[src/rtl/senha_entrada.sv]
// Keypad front-end: collects up to 3 decimal digits, converts to binary and hands the
// value to the access controller with an enter pulse; handles clear, timeout and >255 rejection.
module senha_entrada #(
    parameter int TIMEOUT      = 1000,
    parameter int ENTER_CYCLES = 2
) (
    input  logic       clk,
    input  logic       rst,
    input  logic [3:0] tecla,
    input  logic       tecla_valida,
    output logic [7:0] senha,
    output logic       enter,
    output logic       erro,
    output logic [1:0] digitos
);

    typedef enum logic [1:0] {
        IDLE   = 2'd0,
        COLETA = 2'd1,
        ENVIA  = 2'd2
    } state_t;

    localparam logic [15:0] TMO_LAST = 16'(TIMEOUT - 1);
    localparam logic [3:0]  ENT_N    = 4'(ENTER_CYCLES);

    state_t      state_q;
    logic        tv_prev_q;
    logic [9:0]  acc_q;
    logic [15:0] tmr_q;
    logic [3:0]  ent_cnt_q;
    logic [7:0]  senha_q;
    logic        enter_q;
    logic        erro_q;
    logic [1:0]  digitos_q;

    logic        key_evt_d;
    logic        is_digit_d;
    logic        is_clear_d;
    logic        is_conf_d;
    logic [9:0]  acc_d;

    // Rising edge of the held-key level gives exactly one event per press.
    assign key_evt_d  = tecla_valida & ~tv_prev_q;
    assign is_digit_d = (tecla <= 4'd9);
    assign is_clear_d = (tecla == 4'hA);
    assign is_conf_d  = (tecla == 4'hB);
    assign acc_d      = (acc_q * 10'd10) + {6'd0, tecla};

    always_ff @(posedge clk or posedge rst) begin
        if (rst) begin
            state_q   <= IDLE;
            tv_prev_q <= 1'b0;
            acc_q     <= '0;
            tmr_q     <= '0;
            ent_cnt_q <= '0;
            senha_q   <= '0;
            enter_q   <= 1'b0;
            erro_q    <= 1'b0;
            digitos_q <= '0;
        end else begin
            tv_prev_q <= tecla_valida;
            erro_q    <= 1'b0;
            case (state_q)
                IDLE: begin
                    enter_q <= 1'b0;
                    tmr_q   <= '0;
                    if (key_evt_d && is_digit_d) begin
                        acc_q     <= {6'd0, tecla};
                        digitos_q <= 2'd1;
                        state_q   <= COLETA;
                    end
                end
                COLETA: begin
                    if (key_evt_d) begin
                        tmr_q <= '0;
                        if (is_digit_d) begin
                            // A fourth digit is silently dropped.
                            if (digitos_q != 2'd3) begin
                                acc_q     <= acc_d;
                                digitos_q <= digitos_q + 2'd1;
                            end
                        end else if (is_clear_d) begin
                            acc_q     <= '0;
                            digitos_q <= '0;
                            state_q   <= IDLE;
                        end else if (is_conf_d) begin
                            acc_q     <= '0;
                            digitos_q <= '0;
                            if (acc_q <= 10'd255) begin
                                senha_q   <= acc_q[7:0];
                                ent_cnt_q <= '0;
                                state_q   <= ENVIA;
                            end else begin
                                erro_q  <= 1'b1;
                                state_q <= IDLE;
                            end
                        end
                    end else if (tmr_q == TMO_LAST) begin
                        acc_q     <= '0;
                        digitos_q <= '0;
                        tmr_q     <= '0;
                        state_q   <= IDLE;
                    end else begin
                        tmr_q <= tmr_q + 16'd1;
                    end
                end
                ENVIA: begin
                    if (ent_cnt_q < ENT_N) begin
                        enter_q   <= 1'b1;
                        ent_cnt_q <= ent_cnt_q + 4'd1;
                    end else begin
                        enter_q   <= 1'b0;
                        ent_cnt_q <= '0;
                        state_q   <= IDLE;
                    end
                end
                default: state_q <= IDLE;
            endcase
        end
    end

    assign senha   = senha_q;
    assign enter   = enter_q;
    assign erro    = erro_q;
    assign digitos = digitos_q;

endmodule

[config.mk]
export PLATFORM = sky130hd
export DESIGN_NAME = senha_entrada
export DESIGN_NICKNAME = d
export VERILOG_FILES = /design/src/rtl/senha_entrada.sv
export SDC_FILE = /design/constraint.sdc
export NUM_CORES = 1
export LEC_CHECK = 0
export ABC_AREA = 1
export BUFFER_PORTS_ARGS = -buffer_cell sky130_fd_sc_hd__buf_4
export CORE_MARGIN = 2
export CORE_UTILIZATION = 56
export CTS_CLUSTER_DIAMETER = 80
export DETAILED_ROUTE_END_ITERATION = 12
export GPL_TIMING_DRIVEN = 0
export PLACE_DENSITY = 0.84
export SLEW_MARGIN = 40
export SYNTH_ARGS = -nofsm -noshare
export SYNTH_HDL_FRONTEND = slang
export SYNTH_SLANG_ARGS = --single-unit
[constraint.sdc]
create_clock -name clk -period 6.5 [get_ports clk]
set_input_delay 0.325 -clock clk [delete_from_list [all_inputs] [get_ports clk]]
set_output_delay 0.325 -clock clk [all_outputs]
set_load 0.02 [all_outputs]
==> impl_metrics.env <==
export IMPL_tritoncts="built"
export IMPL_antenna_found_initial=0
export IMPL_worstPathRequired_ns=6.69
export IMPL_async_flop_share_pct=100.0
export IMPL_cp_end_kind="register"
export IMPL_leakagePower_nw=1.613
export IMPL_clock_sinks=45
export IMPL_crit_path_max_fanout=3
export IMPL_final_cell_mix="nand2_1 (96), inv_1 (46), dfrtp_1 (45)"
export IMPL_firstDrtPassIters=4
export IMPL_grt_pass1_wl_um=10210
export IMPL_outcome="finished, final reports clean"
export IMPL_worst_slew_pin_slew_ns=0.3759
export IMPL_rsz0062_at_grt="no"
export IMPL_cp_top_family="adder cells"
export IMPL_syn_avg_cell_area_um2=7.886
export IMPL_wl_met2_um=2808
export IMPL_wl_met1_um=2627
export IMPL_path_cells="ha_1 -> ha_1 -> fa_1 -> nand2_1 -> inv_1 -> nand2_1 -> nor2_1 -> nand3_1 -> nor2_1 -> nand2_1 -> nand3_1 -> nand2_1"
export IMPL_syn_area_um2=2863
export IMPL_powerDensity_nw_per_um2=345.5
export IMPL_grt_overflow_total=0
export IMPL_synth_seq_cells=45
export IMPL_clockBufferDepth=2
export IMPL_switching_share_pct=39.98
export IMPL_hold_buffers=0
export IMPL_period_share_pct=36.31
export IMPL_worst_hold_path_type="in2async"
export IMPL_yosysTopAreaCellShare_pct=39.34
export IMPL_viasPerCell=5.233
export IMPL_coreArea_um2=5010
export IMPL_startpoint="acc_q[1]"
export IMPL_clk_latency_ns=0.31
export IMPL_timing_reg2reg_setup_slack_ns=4.14
export IMPL_worstRegToRegCells=12
export IMPL_hold_slack_ns=0.03970
export IMPL_path_common_cell="nand2_1"
export IMPL_die_x_um=75.50
export IMPL_track_usage_pct=23.42
export IMPL_maxSlewHeadroom_pct=74.85
export IMPL_pin_count=19
export IMPL_fin_total_pwr_mw=1.123
export IMPL_vias=2407
export IMPL_clock_power_share_pct=22.2
export IMPL_diodes=0
export IMPL_drtIter0Drc=125
export IMPL_power_internal_mw=0.6737
export IMPL_synth_ff_type="dfrtp_1"
export IMPL_drive_gt1_share_pct=16.67
export IMPL_crit_arrival_ns=2.55
export IMPL_area_growth_pct=13.51
export IMPL_slowest_stage="fa_1"
export IMPL_critPathMaxStageDelay_ns=0.52
export IMPL_io_buffers=18
export IMPL_final_setup_tns_ns=0
export IMPL_h_tree_depth=2
export IMPL_period_needed_ns=2.360
export IMPL_cts_resized=0
export IMPL_top_layer_used="met4"
export IMPL_yosys_cell_types_count=39
export IMPL_start_util_pct=57.14
export IMPL_yosysSeqAreaShare_pct=39.34
export IMPL_layout_nets=415
export IMPL_maxCapViolCount=0
export IMPL_grt_max_degree=46
export IMPL_cts_buffers=5
export IMPL_drc=0
export IMPL_routed_wl_um=5724
export IMPL_hold_violations=0
export IMPL_ant_nets=0
export IMPL_setup_viol=0
export IMPL_synth_top_cell_by_area="dfrtp_1"
export IMPL_hpwl_um=4373
export IMPL_die_h_um=75.50
export IMPL_ir_drop_mv=0.1740
export IMPL_p_comb_share_pct=44.6
export IMPL_synth_edf_count=0
export IMPL_synth_area_leaders="dfrtp_1 (39%), nand2_1 (13%), ha_1 (7.4%)"
export IMPL_clkTransAtPathRegs_ns=0.09
export IMPL_synth_nets=389
export IMPL_worstReg2RegEnd="acc_q[9]"
export IMPL_final_common_cell="nand2_1"
export IMPL_worst_path_buf_inv=1
export IMPL_dr_wl_met3_um=180
export IMPL_die_area_um2=5700
export IMPL_gp_congestion=0.9223
export IMPL_start_kind="register"
export IMPL_drv_slew=0
export IMPL_criticalPathCategory="reg2reg"
export IMPL_power_switching_mw=0.4488
export IMPL_p_seq_share_pct=33.2
export IMPL_ys_warnings_count=0
export IMPL_grt_pass1_vias=2346
export IMPL_rows=26
export IMPL_r2r_start="acc_q[1]"
export IMPL_clock_skew_ns=0.01132
export IMPL_wl_per_cell_um=12.44
export IMPL_fmax_mhz=423.7
export IMPL_clock_root_buffer="clkbuf_8"
export IMPL_post_cts_setup_buffers=0
export IMPL_netlist_instances=363
[layout make-up]
type / count / area [um^2]
plain buffers: 4 / 35.03
clock buffers: 5 / 68.82
clock inverters: 3 / 65.06
fillers: 437 / 1760
inverters: 50 / 192.7
multi-input cells: 264 / 1511
flip-flops and latches: 45 / 1126
well taps: 70 / 87.58
repair buffers: 19 / 162.7
[per-stage QoR]
stage | util [%] | cells | instance area (um^2) | setup slack (ns)
floorplan | - | 363 | 2863 | 4.334
global placement | 61.59 | 451 | 3085 | 4.189
detailed placement | 62.19 | 452 | 3115 | 4.149
CTS | 64.86 | 460 | 3249 | 4.130
global route | 64.86 | 460 | 3249 | 3.953
finish | 64.86 | 460 | 3249 | 4.140
[power groups by stage]
stage / Sequential [mW] / Clock (mW) / Combinational (mW)
after floorplan: 0.385 / 0 / 0.374
after global placement: 0.377 / 0 / 0.476
after detailed placement: 0.378 / 0 / 0.501
after CTS: 0.372 / 0.253 / 0.504
after global routing: 0.379 / 0.266 / 0.570
final: 0.372 / 0.249 / 0.501
[registers in the layout, summed over array words and instances, names as in the netlist]
register   flops
ent_cnt_q      4
state_q        2
senha          8
acc_q         10
enter          1
digitos        2
tmr_q         16
erro           1
tv_prev_q      1
[synth_stat cells, types with 2 or more instances]
library cell,instances
nor3b_1,2
nor3_2,4
xor2_1,8
nand3_2,2
nor2_1,34
nand2_2,4
o21ai_2,3
mux2_2,3
o22ai_1,2
nor3_1,6
nor2_2,4
ha_1,17
nand4_1,6
nor2_4,4
buf_6,2
nand2_1,96
or2_2,2
nor4_1,2
xnor2_1,3
o21ai_1,12
o21ai_0,14
a21oi_1,6
inv_2,2
dfrtp_1,45
nand3_1,17
inv_1,47
fa_1,2
nand2_4,3
[worst max-delay path by stage]
| stage | cells past startpoint | slack [ns] | endpoint |
|---|---|---|---|
| floorplan | 12 | 4.33 | acc_q[9] |
| global placement | 12 | 4.19 | acc_q[9] |
| detailed placement | 12 | 4.15 | acc_q[9] |
| CTS | 12 | 4.13 | acc_q[9] |
| global route | 12 | 3.95 | acc_q[9] |
| finish | 12 | 4.14 | acc_q[9] |
[logic make-up after synthesis]
family,Yosys count,synth area share [%]
adders and majority gates,19,8.829
AOI/OAI and AO/OA,43,8.567
xor gates and xnor gates,11,3.366
muxes,3,1.180
DFF,45,39.34
and+or+nand+nor,188,30.86
buffers and inverters,54,7.867
[worst min-delay path, cell delays in order]
cell and delay, ns:
buf_4 0.12, inv_4 0.06, buf_16 0.22
[per-layer routing]
| metal | up-vias | GRT usage, % |
|---|---|---|
| li1 | 1218 | - |
| met1 | 1140 | 30.65 |
| met2 | 41 | 38.74 |
| met3 | 8 | 4.233 |
| met4 | 0 | 8.967 |
| met5 | - | 0 |
Note: power is estimated with default switching activity, not from simulation.
